--- config.mk ---
export PLATFORM = sky130hd
export DESIGN_NAME = remocon_tx
export DESIGN_NICKNAME = d
export VERILOG_FILES = /design/src/rtl/remocon_tx.sv
export SDC_FILE = /design/constraint.sdc
export NUM_CORES = 1
export LEC_CHECK = 0
export CORE_AREA = 2 2 114 116
export CTS_CLUSTER_DIAMETER = 40
export CTS_CLUSTER_SIZE = 16
export DETAILED_ROUTE_END_ITERATION = 10
export DIE_AREA = 0 0 116 118
export GPL_TIMING_DRIVEN = 0
export PLACE_DENSITY = 0.51
export SETUP_SLACK_MARGIN = 0.5
export SLEW_MARGIN = 30
export SYNTH_ARGS = -nofsm -noshare
export SYNTH_HDL_FRONTEND = slang
export SYNTH_SLANG_ARGS = --single-unit
--- constraint.sdc ---
create_clock -name clk -period 4.46 [get_ports clk]
set_input_delay 0.892 -clock clk [delete_from_list [all_inputs] [get_ports clk]]
set_output_delay 0.892 -clock clk [all_outputs]
set_load 0.005 [all_outputs]
--- src/rtl/remocon_tx.sv ---
// NEC-format IR transmitter: up/down button edges become 32-bit frames
// (addr, ~addr, cmd, ~cmd) on a 38 kHz carrier, paced by the 10 us tick strobe.
module remocon_tx #(
    parameter int         CARRIER_HALF = 1316,
    parameter logic [7:0] ADDR         = 8'h00,
    parameter logic [7:0] CMD_UP       = 8'h01,
    parameter logic [7:0] CMD_DOWN     = 8'h02,
    parameter int         T_LEAD_MARK  = 900,
    parameter int         T_LEAD_SPACE = 450,
    parameter int         T_BIT_MARK   = 56,
    parameter int         T_ZERO_SPACE = 56,
    parameter int         T_ONE_SPACE  = 169
) (
    input  logic clk,
    input  logic rstn,
    input  logic tick,
    input  logic up,
    input  logic down,
    output logic ir_out,
    output logic env,
    output logic busy,
    output logic done
);

    localparam int TW = 16;
    localparam int CW = (CARRIER_HALF > 1) ? $clog2(CARRIER_HALF + 1) : 1;

    typedef enum logic [2:0] {
        IDLE, ARM, LEAD_MARK, LEAD_SPACE, BIT_MARK, BIT_SPACE, STOP_MARK
    } state_t;

    state_t          state;
    logic [31:0]     sr;
    logic [4:0]      bcnt;
    logic [TW-1:0]   tcnt;
    logic [TW-1:0]   phase_len;
    logic            phase_end;
    logic [CW-1:0]   ccnt;
    logic            car_ph;
    logic            up_q, down_q, primed;
    logic            up_edge, down_edge;
    logic [7:0]      cmd;
    logic            mark_start;

    // primed stays low for the first clk after reset so a level already
    // high at release is absorbed into up_q/down_q instead of becoming an edge
    always_ff @(posedge clk or negedge rstn) begin
        if (!rstn) begin
            up_q   <= 1'b0;
            down_q <= 1'b0;
            primed <= 1'b0;
        end else begin
            up_q   <= up;
            down_q <= down;
            primed <= 1'b1;
        end
    end

    assign up_edge   = primed & up & ~up_q;
    assign down_edge = primed & down & ~down_q;
    assign cmd       = up_edge ? CMD_UP : CMD_DOWN;

    always_comb begin
        phase_len = TW'(1);
        case (state)
            LEAD_MARK:            phase_len = TW'(T_LEAD_MARK);
            LEAD_SPACE:           phase_len = TW'(T_LEAD_SPACE);
            BIT_MARK, STOP_MARK:  phase_len = TW'(T_BIT_MARK);
            BIT_SPACE:            phase_len = sr[0] ? TW'(T_ONE_SPACE) : TW'(T_ZERO_SPACE);
            default:              phase_len = TW'(1);
        endcase
    end

    // a phase of N ticks ends on the clk carrying its Nth tick
    assign phase_end = tick && (tcnt == phase_len - TW'(1));

    assign mark_start = (state == ARM && tick)
                     || (state == LEAD_SPACE && phase_end)
                     || (state == BIT_SPACE && phase_end);

    always_ff @(posedge clk or negedge rstn) begin
        if (!rstn) begin
            state <= IDLE;
            sr    <= 32'd0;
            bcnt  <= 5'd0;
            tcnt  <= '0;
            env   <= 1'b0;
            busy  <= 1'b0;
            done  <= 1'b0;
        end else begin
            done <= 1'b0;
            if (state == IDLE || state == ARM)
                tcnt <= '0;
            else if (tick)
                tcnt <= phase_end ? '0 : tcnt + TW'(1);

            case (state)
                IDLE: begin
                    if (up_edge ^ down_edge) begin
                        sr    <= {~cmd, cmd, ~ADDR, ADDR};
                        bcnt  <= 5'd0;
                        busy  <= 1'b1;
                        state <= ARM;
                    end
                end
                ARM: begin
                    if (tick) begin
                        env   <= 1'b1;
                        state <= LEAD_MARK;
                    end
                end
                LEAD_MARK: begin
                    if (phase_end) begin
                        env   <= 1'b0;
                        state <= LEAD_SPACE;
                    end
                end
                LEAD_SPACE: begin
                    if (phase_end) begin
                        env   <= 1'b1;
                        state <= BIT_MARK;
                    end
                end
                BIT_MARK: begin
                    if (phase_end) begin
                        env   <= 1'b0;
                        state <= BIT_SPACE;
                    end
                end
                BIT_SPACE: begin
                    if (phase_end) begin
                        env <= 1'b1;
                        if (bcnt == 5'd31) begin
                            state <= STOP_MARK;
                        end else begin
                            sr    <= sr >> 1;
                            bcnt  <= bcnt + 5'd1;
                            state <= BIT_MARK;
                        end
                    end
                end
                STOP_MARK: begin
                    if (phase_end) begin
                        env   <= 1'b0;
                        busy  <= 1'b0;
                        done  <= 1'b1;
                        state <= IDLE;
                    end
                end
                default: state <= IDLE;
            endcase
        end
    end

    // carrier restarts high at every mark so each burst has the same shape
    always_ff @(posedge clk or negedge rstn) begin
        if (!rstn) begin
            ccnt   <= '0;
            car_ph <= 1'b0;
        end else if (mark_start) begin
            ccnt   <= '0;
            car_ph <= 1'b1;
        end else if (env) begin
            if (ccnt == CW'(CARRIER_HALF - 1)) begin
                ccnt   <= '0;
                car_ph <= ~car_ph;
            end else begin
                ccnt <= ccnt + CW'(1);
            end
        end
    end

    assign ir_out = env & car_ph;

endmodule

* Word-level counts from Yosys, hierarchy flattened
Index checks and enable logic that the tools add are counted.
Widths: inputs -> output; s select.
** Word-level totals
- Flip-flop bits (word level) :: 74
- Word-level logic and storage cells :: 104
** Operators by class
- Add/sub/neg operators :: 4
- Eq/ne operators :: 19
- Multiplexer cells :: 37
- Bitwise logic cells :: 10
- Reduce and logical (&&, ||, !) cells :: 22
** Operators with widths (count)
- $mux 32 :: 3
- $pmux 32 s2 :: 1
- $mux 16 :: 3
- $pmux 10 s4 :: 1
- $mux 11 :: 3
- $mux 3 :: 7
- $pmux 3 s7 :: 1
- $add 16x1->16 const B :: 1
- $eq 16x16->1 :: 1
- $sub 16x1->16 const B :: 1
- $mux 5 :: 3
- $ne 2x2->1 const B :: 7
- $add 11x1->11 const B :: 1
- $eq 11x11->1 const B :: 1
- $pmux 5 s2 :: 1
- $reduce_bool 2->1 :: 5
- $eq 3x3->1 const B :: 3
- $mux 1 :: 9
- $mux 8 :: 1
- $not 2->8 :: 1
- $reduce_and 4->1 :: 2
- $reduce_and 7->1 :: 1
- $eq 3x2->1 const B :: 2
- $ne 2x1->1 const B :: 3
- 17 further kinds :: 30

* Depth between registers and ports, before layout
Gate-level depths: netlist of run 1.
- Depth in word-level cells :: 11
- Depth in mapped cells :: 16

* Worst setup path before layout of run 1
No wires, ideal clock.
- Path type :: flip-flop to flip-flop
- Start point :: reg state[0]
- End point :: reg ccnt[10]
- Setup time :: 0.094 ns
- Arrival time :: 3.527 ns
- Required time :: 4.366 ns
- Slack :: 0.839 ns
- Stages on the path, launching flop included :: 15
- Path buffers :: 3
- Period minus slack after synthesis :: 3.621 ns
- Cell sequence :: dfrtp_1 buf_2 clkbuf_1 buf_1 o21ai_0 nand2_1 nand2_1 ha_1 xor2_1 or3_1 a2111oi_4 nand3_1 nor2_2 mux2_2 a211oi_1
** Between the ends
- Cells in the longest elaborated chain, start to end :: 10
** RTL lines
- start: declaration :: line 32 : state_t state;
- start signal: assignment :: line 83 : state <= IDLE;
- start signal: assignment :: line 103 : state <= ARM;
- start signal: assignment :: line 109 : state <= LEAD_MARK;
- $eq 3x3->1 :: line 65 : case (state)
- $reduce_or 2->1 :: line 65
- $pmux 10 s4 :: line 65
- $sub 16x1->16 :: line 75 : assign phase_end = tick && (tcnt == phase_len - TW'(1));
- $eq 16x16->1 :: line 75
- $logic_and 1x1->1 :: line 75
- $logic_and 1x1->1 :: line 78 : || (state == LEAD_SPACE && phase_end)
- $logic_or 1x1->1 :: line 78
- $logic_or 1x1->1 * :: line 79 : || (state == BIT_SPACE && phase_end);
- $mux 11 / $reduce_bool 2->1 (equally long branches)
- end signal: assignment :: line 168 : ccnt <= ccnt + CW'(1);
- end: declaration :: line 38 : logic [CW-1:0] ccnt;
Every way passes the cells marked *; elsewhere a longest branch is shown, timed or not.
A chain may end at the register's enable or synchronous reset.

* Worst setup path after layout of run 1
- Start point :: reg state[0]
- End point :: reg tcnt[10]
** Between the ends
- Cells in the longest elaborated chain, start to end :: 9
** RTL lines
- $eq 3x3->1 :: line 65
- $reduce_or 2->1 :: line 65
- $pmux 10 s4 :: line 65
- $sub 16x1->16 :: line 75
- $eq 16x16->1 :: line 75
- $logic_and 1x1->1 :: line 75
- $mux 16 :: line 95 : tcnt <= phase_end ? '0 : tcnt + TW'(1);
- $mux 16 :: line 94 : else if (tick)
- $mux 16 :: line 92 : if (state == IDLE || state == ARM)
- end signal: assignment :: line 95
- end: declaration :: line 35 : logic [TW-1:0] tcnt;
Parallel ways exist; a longest one is shown, timed or not. The select of a mux whose other input is x is not followed.

==> results of run 1 <==
[worst paths after layout]
kind                       endpoint  slack [ps]  depth (start not counted)
setup / recovery           tcnt[10]         810                         16
hold / removal               sr[31]         500                          1
setup reg to reg           tcnt[10]         810                         16
hold reg to reg              sr[31]         500                          1
max in group asynchronous     sr[6]        3360                          2
min in group asynchronous   tcnt[0]         520                          1
[placed cells by master (no fill, tap or decap), types with 8 or more instances in the layout]
cell and n:
clkbuf_1 9, nor2_1 33, a31oi_1 12, xnor2_1 9
clkbuf_16 9, o21ai_0 14, nand2_1 40, nor2b_1 10
nand2b_1 17, a211oi_1 9, mux2_2 8, dfrtp_1 74
nor3_1 10, nand3_1 22, mux2i_1 31, a21oi_1 22
inv_1 38, and3_1 15
[power by group]
group          switching, mW  total [mW]  internal [mW]
Sequential            0.0916       0.881          0.790
Clock                  0.285       0.734          0.449
Combinational          0.226       0.408          0.182
[routing by layer]
layer | global-route usage, % | up-vias
li1 | - | 1657
met5 | 0 | -
met1 | 22.2 | 1608
met2 | 22.1 | 51
met3 | 2.68 | 13
met4 | 6.55 | 0
[per-stage QoR]
step	utilization, %	worst slack [ps]	hold WS [ps]	setup TNS, ps	total power, mW
3_5_place_dp	36.9	29.9	474	0	1.29
2_1_floorplan	-	839	450	0	1.17
3_3_place_gp	36.7	-261	480	-19010	1.28
6_report	39.7	807	496	0	2.02
5_1_grt	39.7	516	521	0	2.16
4_1_cts	39.5	541	496	0	2.04
[cell usage after synthesis (all sizes together), types with 8 or more instances]
master,number,area share (%)
inv,38,3.3
and3,15,2.2
nor2,34,3.1
dfrtp,74,43
nand3,24,2.8
nand2,41,3.6
nor2b,10,1.5
a211oi,9,1.6
o21ai,15,1.8
mux2i,31,7.3
a21oi,22,2.6
mux2,8,2.1
nor3,11,1.4
nor3b,8,1.6
xnor2,9,1.8
clkbuf,8,0.70
a31oi,12,1.8
buf,13,2.1
nand2b,17,2.5
[registers in the layout (all words and copies together), names as in the netlist]
| name | flops |
|---|---|
| done | 1 |
| down_q | 1 |
| bcnt | 5 |
| ccnt | 11 |
| busy | 1 |
| sr | 32 |
| primed | 1 |
| car_ph | 1 |
| up_q | 1 |
| env | 1 |
| tcnt | 16 |
| state | 3 |
[cell families after synthesis]
group                      count (synthesis)  synth area share, %
muxes                                     39                 9.39
DFF                                       74                 43.4
buffers and inverters                     59                 6.10
AOI/OAI and AO/OA                         81                 12.7
and+or+nand+nor                          187                 23.5
other                                      1               0.0879
adders and majority gates                  6                 1.70
xor gates and xnor gates                  14                 3.05
[timing repair]
| item | CTS | global route |
|---|---|---|
| setup buffers | 2 | 0 |
| pin swaps | 1 | 2 |
| gates resized for setup | 5 | 9 |
| cloned | 0 | 0 |
| hold buffers | 0 | 0 |
| endpoints found under the setup margin | 65 | 62 |
[worst max-delay path, stage by stage (launching register included)]
cell and delay (ps):
dfrtp_1 400, buf_4 210, clkbuf_4 220, clkbuf_4 210, o21ai_0 90, nand2_1 80
nand2_1 50, ha_2 240, xor2_1 160, or3_1 390, a2111oi_4 460, nand3_2 190
o21a_4 300, buf_6 160, buf_6 140, a21oi_1 120, a31oi_1 60
[area by class of cell]
class / instances / area share, %
timing repair buffer: 11 / 2.28
inverter: 38 / 2.89
multi-input combinational: 328 / 44.2
sequential: 74 / 37.6
buffer: 21 / 2.64
tap: 172 / 4.37
clock inverter: 4 / 1.04
clock buffer: 12 / 5.00
==> metrics, run 1 <==
nets 493; largest net degree at the start of global routing 39; initial antenna violation count 0; Vias/cell 5.04; Final Cycle Share 81.9%; Synth cell types 60; layout cells sized above 1 11.1%; area of placed instances 4580 sq um; min-delay src sr[31]; CTS tree yes; first-pass GRT wire length 16.5 mm; ant diodes 0; initial core utilization 34.3%; Max Freq 274 MHz; kind of critical path reg -> reg; flops & latches, synth 74; post-synthesis net count 471; Tot GR Track Use 15.3%; CTS root buf clkbuf_16; post-synthesis sequential area ratio 43.4%; Mapped Avg Cell Area 9.25 sq um; drt first pass iters 4; critical path launch point state[0]; Post-Synthesis Cells 461; Reg area 1850 sq um; CTS HTree Levels 3; metal3 WL 350 microns; Top Metal Used met4; PortBufs 8; total grt overflow 0; leakage 2.29 nW; outcome finished, final reports clean; Slew @ Worst Pin 919 ps; Fillers 1259; clock slew at reported path FFs 50 ps; synth warn 0; drt wl/cell 14.4 microns; Primary FF master, synth dfrtp_1; Worst Setup Start Kind flop; via count 3329; Max Buffers Root-to-Sink 2; final hold violation count 0; Clock Sinks 74; pwr/cell area 410 nW/um^2; Max-cap violations 0; number of synthesized flops with an enable pin 0; crit end category flop; WP data arrival 3840 ps; final instance area 4930 sq um; die height 118 microns; Placer Congestion 0.855; FP Rows 41; die width 116 microns; fin crit period 3650 ps; WL met1 4.84 mm; I/O pin cnt 9; met2 wire len 4.15 mm; worst vdd ir 174 uV; multi-input logic area 2180 sq um; vias in the first global route 3289; skew final 11.6 ps; cts bufs inserted 9; RSZ-0062 raised after global routing no; worst path required time 4650 ps; final wirelength 9.53 mm; DRT iter0 DRCs 209; drc violations 0; die area 13700 sq um; worst-path fanout max 10; Slew Limit Fails 0; Layout area overhead 15.6%; Core Region 12400 sq um; synthesized area 4260 sq um; hpwl dp 6.56 mm; Routed Antenna Nets 0; max_slew headroom 38.5%; RR Startpoint state[0]; # setup viols final 0; Hold Crit Class reg -> reg; non-filler cells, final 660; DP Cell Count 642; clk_lat worst skew 340 ps; share of flip-flops with an asynchronous set or reset 100%
Power figures use the tool's default switching activity.
==> run 2: changes to the inputs <==
Settings changed: PLACE_DENSITY 0.51 to 0.53.
Clock period 4.46 ns to 3.09 ns, I/O delays scaled along.
==> run 2 against run 1 <==
Effect of this change:
- via count grew 6.2%
- critical path depth grew 1
- global-route usage grew 1.4 points
- first-iteration DRC count grew 0.96%
- largest power group unchanged
- critical path type unchanged
- combinational power grew 110%
- worst setup slack lost 760 ps
- total power grew 58%
- register-to-register slack lost 760 ps
- fmax grew 20%
==> metrics, run 2 (synthesized netlist as in run 1, its figures left out) <==
ant diodes 0 (unchanged); Max Buffers Root-to-Sink 2 (unchanged); DP Worst Slack -356 ps (-385 ps); Placer Congestion 0.828 (-3.1%); die area 13700 sq um (unchanged); layout cells sized above 1 24.1% (+13 points); PortBufs 8 (unchanged); Max-cap violations 0 (unchanged); Vias/cell 5.09 (+0.84%); nets 528 (+7.1%); hpwl dp 6.71 mm (+2.3%); multi-input logic area 2420 sq um (+11%); total grt overflow 0 (unchanged); first-pass GRT wire length 18.1 mm (+9.6%); FF-to-FF End bcnt[0]; initial antenna violation count 0 (unchanged); die width 116 microns (unchanged); Max Freq 328 MHz (+20%); Slew @ Worst Pin 737 ps (-182 ps); Layout area overhead 33.1%; Core Region 12400 sq um (unchanged); Biggest register sr; Layout Utilization 45.7% (+6.0 points); Fillers 1160 (-7.9%); WHS 139 ps (-357 ps); worst r2r path cells 17 (+1); CTS HTree Levels 3 (unchanged); Reg area 1850 sq um (about the same); clock slew at reported path FFs 60 ps (about the same); max FFs per register 32 (unchanged); fin crit period 3050 ps (-607 ps); crit end category flop; worst-path fanout max 4 (-6); FP Rows 41 (unchanged); skew final 8.07 ps (-3.55 ps); RSZ-0062 raised after global routing yes; final hold violation count 0 (unchanged); Power, Total 3.21 mW (+58%); die height 118 microns (unchanged); clk_lat worst skew 340 ps (about the same); outcome finished, final reports clean; CTS tree yes; Hold Crit Class in -> async; # setup viols final 0 (unchanged); Tot GR Track Use 16.7% (+1.4 points); RR Startpoint state[0]; Regs by FF count sr: 32 flops, tcnt: 16 flops, ccnt: 11 flops; most frequent cells in the layout dfrtp_1 (73), nand2_1 (39), inv_1 (37); CTS root buf clkbuf_16; via count 3535 (+6.2%); vias in the first global route 3605 (+9.6%); R2R Setup Slk 40 ps (-760 ps); leakage 2.62 nW (+14%); Clock Sinks 74 (unchanged); pwr/cell area 565 nW/um^2 (+38%); final wirelength 10.6 mm (+11%); Setup WS post-layout 43.1 ps (-763 ps); worst vdd ir 291 uV (+68%); Slew Limit Fails 0 (unchanged); Worst Setup Start Kind flop; drt wl/cell 15.2 microns (+5.5%); Final Cycle Share 98.6% (+17 points); drc violations 0 (unchanged); worst path required time 3310 ps (-1340 ps); metal3 WL 452 microns (+29%); initial core utilization 34.3% (unchanged); DRT iter0 DRCs 211 (+0.96%); cts bufs inserted 9 (unchanged); met2 wire len 5.11 mm (+23%); Top Metal Used met4; largest net degree at the start of global routing 51 (+31%); drt first pass iters 4 (unchanged); WP data arrival 3270 ps (-570 ps); kind of critical path reg -> reg; critical path launch point state[0]; Routed Antenna Nets 0 (unchanged); I/O pin cnt 9 (unchanged); max_slew headroom 50.7% (+12 points); WL met1 4.84 mm (about the same); most common cell after layout, fill and taps aside dfrtp_1
run 2: cell types whose count changed in the layout (fill, tap and decap cells not counted), moves of 3 or more:
cell       delta
buf_4        +14
clkbuf_4      -3
a21oi_2      +11
a211oi_2      +4
mux2_2        -5
buf_8         +6
mux2_4        +5
clkbuf_16     +3
buf_6        +16
a211oi_1      -4
buf_2         -5
nand3_4       +3
a21oi_1      -11
run 2: stage by stage:
step | TNS (ps) | cells | area (sq um)
floorplan | 0 | 461 | 4400
global placement | -121620 | 641 | 4690
detailed placement | -18770 | 642 | 4720
CTS | -61.9 | 688 | 5560
global route | -2830 | 695 | 5670
finish | 0 | 695 | 5670
run 2: how the worst max path moves through the flow:
stage | slack, ps | depth (start not counted) | endpoint
after floorplan | 90 | 14 | ccnt[3]
after global placement | -1390 | 1 | sr[12]
after detailed placement | -360 | 14 | ccnt[4]
after CTS | -10 | 18 | sr[28]
after global routing | -110 | 17 | sr[22]
final | 40 | 17 | bcnt[0]
run 2: per-layer routing:
layer,vias up,track usage [%]
li1,1729,-
met1,1724,22.0
met2,66,26.3
met3,16,4.84
met4,0,4.99
met5,-,0
run 2: what timing repair did:
action | CTS | global route
setup buffers | 25 | 7
pin swaps | 19 | 10
hold buffers | 0 | 0
gates cloned | 5 | 0
gates resized for setup | 60 | 18
setup endpoints to repair | 71 | 72
run 2: worst max-delay path, stage by stage (launching register included):
cell and delay [ps]:
dfrtp_1 390, buf_6 130, clkbuf_16 130, buf_8 120, o21ai_2 40, nand2_1 70
nand2_2 70, ha_4 170, buf_12 110, xor2_2 140, a2bb2oi_2 190, xnor2_2 90
or3_4 390, buf_6 140, nor3_4 230, buf_4 160, nor2_2 70, mux2_4 280
run 2: cell type report:
| type | instances | area share (%) |
|---|---|---|
| multi-input combinational | 329 | 42.7 |
| buffer | 21 | 4.06 |
| clock inverter | 2 | 0.617 |
| timing repair buffer | 45 | 8.95 |
| inverter | 38 | 2.56 |
| tap | 172 | 3.79 |
| sequential | 74 | 32.7 |
| clock buffer | 14 | 4.65 |
run 2: where the power goes:
| part | internal, mW | switching, mW |
|---|---|---|
| combinational | 0.446 | 0.417 |
| clock | 0.669 | 0.397 |
| sequential | 1.14 | 0.138 |
==> run 3: changes to the inputs <==
Settings changed: PLACE_DENSITY 0.53 to 0.51.
Clock period 3.09 ns to 3.8 ns, I/O delays scaled along.
==> run 3 against run 2 <==
Effect of this change:
- final area down 7.4%
- non-clock buffer count down 11
- critical path depth down 3
- highest routed layer unchanged
- sequential cell count unchanged
- worst setup slack better by 590 ps
==> metrics, run 3 (synthesized netlist as in run 1, its figures left out) <==
outcome finished, final reports clean; WP data arrival 3420 ps (+150 ps); most common cell after layout, fill and taps aside dfrtp_1; CTS HTree Levels 3 (unchanged); drc violations 0 (unchanged); DRT iter0 DRCs 219 (+3.8%); Setup WS post-layout 635 ps (+592 ps); Tot GR Track Use 15.0% (-1.6 points); drt first pass iters 4 (unchanged); kind of cell adding the most delay to the critical path simple AND/OR/NAND/NOR gates; max FFs per register 32 (unchanged); combinational fraction of design power 23.4% (-3.5 points); Hold Crit Class in -> async; final hold violation count 0 (unchanged); drt wl/cell 14.5 microns (-4.8%); initial core utilization 34.3% (unchanged); die area 13700 sq um (unchanged); initial antenna violation count 0 (unchanged); NetSw 751 uW (-21%); I/O pin cnt 9 (unchanged); FP Rows 41 (unchanged); PortBufs 8 (unchanged); clock slew at reported path FFs 60 ps (about the same); die width 116 microns (unchanged); vias in the first global route 3280 (-9.0%); max_slew headroom 38.0% (-13 points); Routed Antenna Nets 0 (unchanged); Slew @ Worst Pin 926 ps (+189 ps); Crit-path slowest cell or3_4; hpwl dp 6.69 mm (-0.20%); Max-cap violations 0 (unchanged); Max Freq 316 MHz (-3.7%); switching part of the total 29.1% (-0.58 points); ant diodes 0 (unchanged); Worst path max stage delay 400 ps (about the same); worst vdd ir 230 uV (-21%); Biggest register sr; skew final 8.74 ps (+0.670 ps); Worst Setup Start Kind flop; leakage 2.47 nW (-5.7%); # setup viols final 0 (unchanged); Layout area overhead 23.2%; fin crit period 3170 ps (+118 ps); pwr/cell area 491 nW/um^2 (-13%); crit path buf inv count 5 (-1); WHS 382 ps (+244 ps); layout cells sized above 1 17.0% (-7.1 points); Vias/cell 5.01 (-1.6%); cts bufs inserted 9 (unchanged); worst-path fanout max 10 (+6); most frequent cells in the layout dfrtp_1 (74), nand2_1 (39), inv_1 (37); kind of critical path reg -> reg; CTS root buf clkbuf_16; Placer Congestion 0.891 (+7.6%); Clock Sinks 74 (unchanged); total grt overflow 0 (unchanged); clk_lat worst skew 340 ps (about the same); critical path launch point state[2]; Worst path most repeated cell buf_6; RR Startpoint state[2]; Core Region 12400 sq um (unchanged); Clk pwr share 36.6% (+3.4 points); die height 118 microns (unchanged); Final Cycle Share 83.3% (-15 points); internal power 1.83 mW (-19%); Max Buffers Root-to-Sink 2 (unchanged); RSZ-0062 raised after global routing no; first-pass GRT wire length 16.3 mm (-9.7%); # hold bufs at CTS 0 (unchanged); final instance area 5250 sq um (-7.4%); Seq pwr share 40.0% (+0.2 points); DP Worst Slack -64.4 ps (+291 ps); final wirelength 9.90 mm (-6.5%); CTS tree yes; area of placed instances 4600 sq um (-2.6%); crit end category flop; worst path required time 4050 ps (+740 ps); Regs by FF count sr: 32 flops, tcnt: 16 flops, ccnt: 11 flops; via count 3420 (-3.3%); Slew Limit Fails 0 (unchanged); nets 516 (-2.3%); largest net degree at the start of global routing 39 (-24%); critical-path cell list buf_6, buf_6, inv_4, nand3_2, ha_4, buf_4, xor2_2, a2bb2oi_2, xnor2_2, or3_4, buf_8, nor2_4, mux2_2, a211oi_2
run 3: changes by cell type in the layout (fill, tap and decap cells not counted), sizes merged:
cell	change
inv	+2
buf	-11
bufinv	+1
clkinvlp	+1
clkinv	-1
nor2	-1
clkbuf	-3
run 3: power groups by stage:
stage / clock, mW / combinational [mW] / sequential, mW
after floorplan: 0 / 0.367 / 1.02
after global placement: 0 / 0.463 / 1.05
after detailed placement: 0 / 0.472 / 1.05
after CTS: 0.968 / 0.528 / 1.03
after global routing: 0.998 / 0.669 / 1.05
final: 0.944 / 0.605 / 1.03
run 3: through the flow:
step	instances	setup TNS (ps)	utilization [%]	power [mW]
after floorplan	461	0	-	1.39
after global placement	641	-58340	36.9	1.51
after detailed placement	642	-537	37.0	1.52
after CTS	667	0	40.7	2.53
after global routing	683	0	42.3	2.72
final	683	0	42.3	2.58
run 3: cell type report:
type	instances	area, sq um
plain buffers	21	184
clock buffers	11	243
clock inverters	5	85.1
fillers	1256	7160
inverters	38	145
multi-input cells	328	2240
flip-flops and latches	74	1850
well taps	172	215
repair buffers	34	289
run 3: worst paths after layout:
path	depth (start not counted)	slack, ps	end
min reg2reg	1	490	sr[31]
max reg2reg	14	630	ccnt[2]
max	14	630	ccnt[2]
max in group asynchronous	2	2840	sr[16]
min in group clk	1	490	sr[31]
min	1	380	tcnt[5]
run 3: what timing repair did:
action,in CTS,in global routing
setup buffers,9,16
endpoints found under the hold margin,0,0
resized for setup,16,25
endpoints found under the setup margin,70,50
pin swaps,5,6
run 3: metal layers:
metal | routed length [microns] | vias to the layer above | track usage (%) | part of all wire [%]
li1 | - | 1703 | - | -
met1 | 4750 | 1652 | 20.5 | 48
met4 | 196 | 0 | 6.32 | 2.0
met3 | 272 | 15 | 2.83 | 2.7
met2 | 4690 | 50 | 23.3 | 47
met5 | 0 | - | 0 | 0
run 3: worst register-to-register path, stage by stage (launching register included):
cell	delay (ps)
dfrtp_1	390
buf_6	150
buf_6	150
inv_4	70
nand3_2	110
ha_4	180
buf_4	150
xor2_2	170
a2bb2oi_2	140
xnor2_2	170
or3_4	400
buf_8	160
nor2_4	240
mux2_2	390
a211oi_2	200
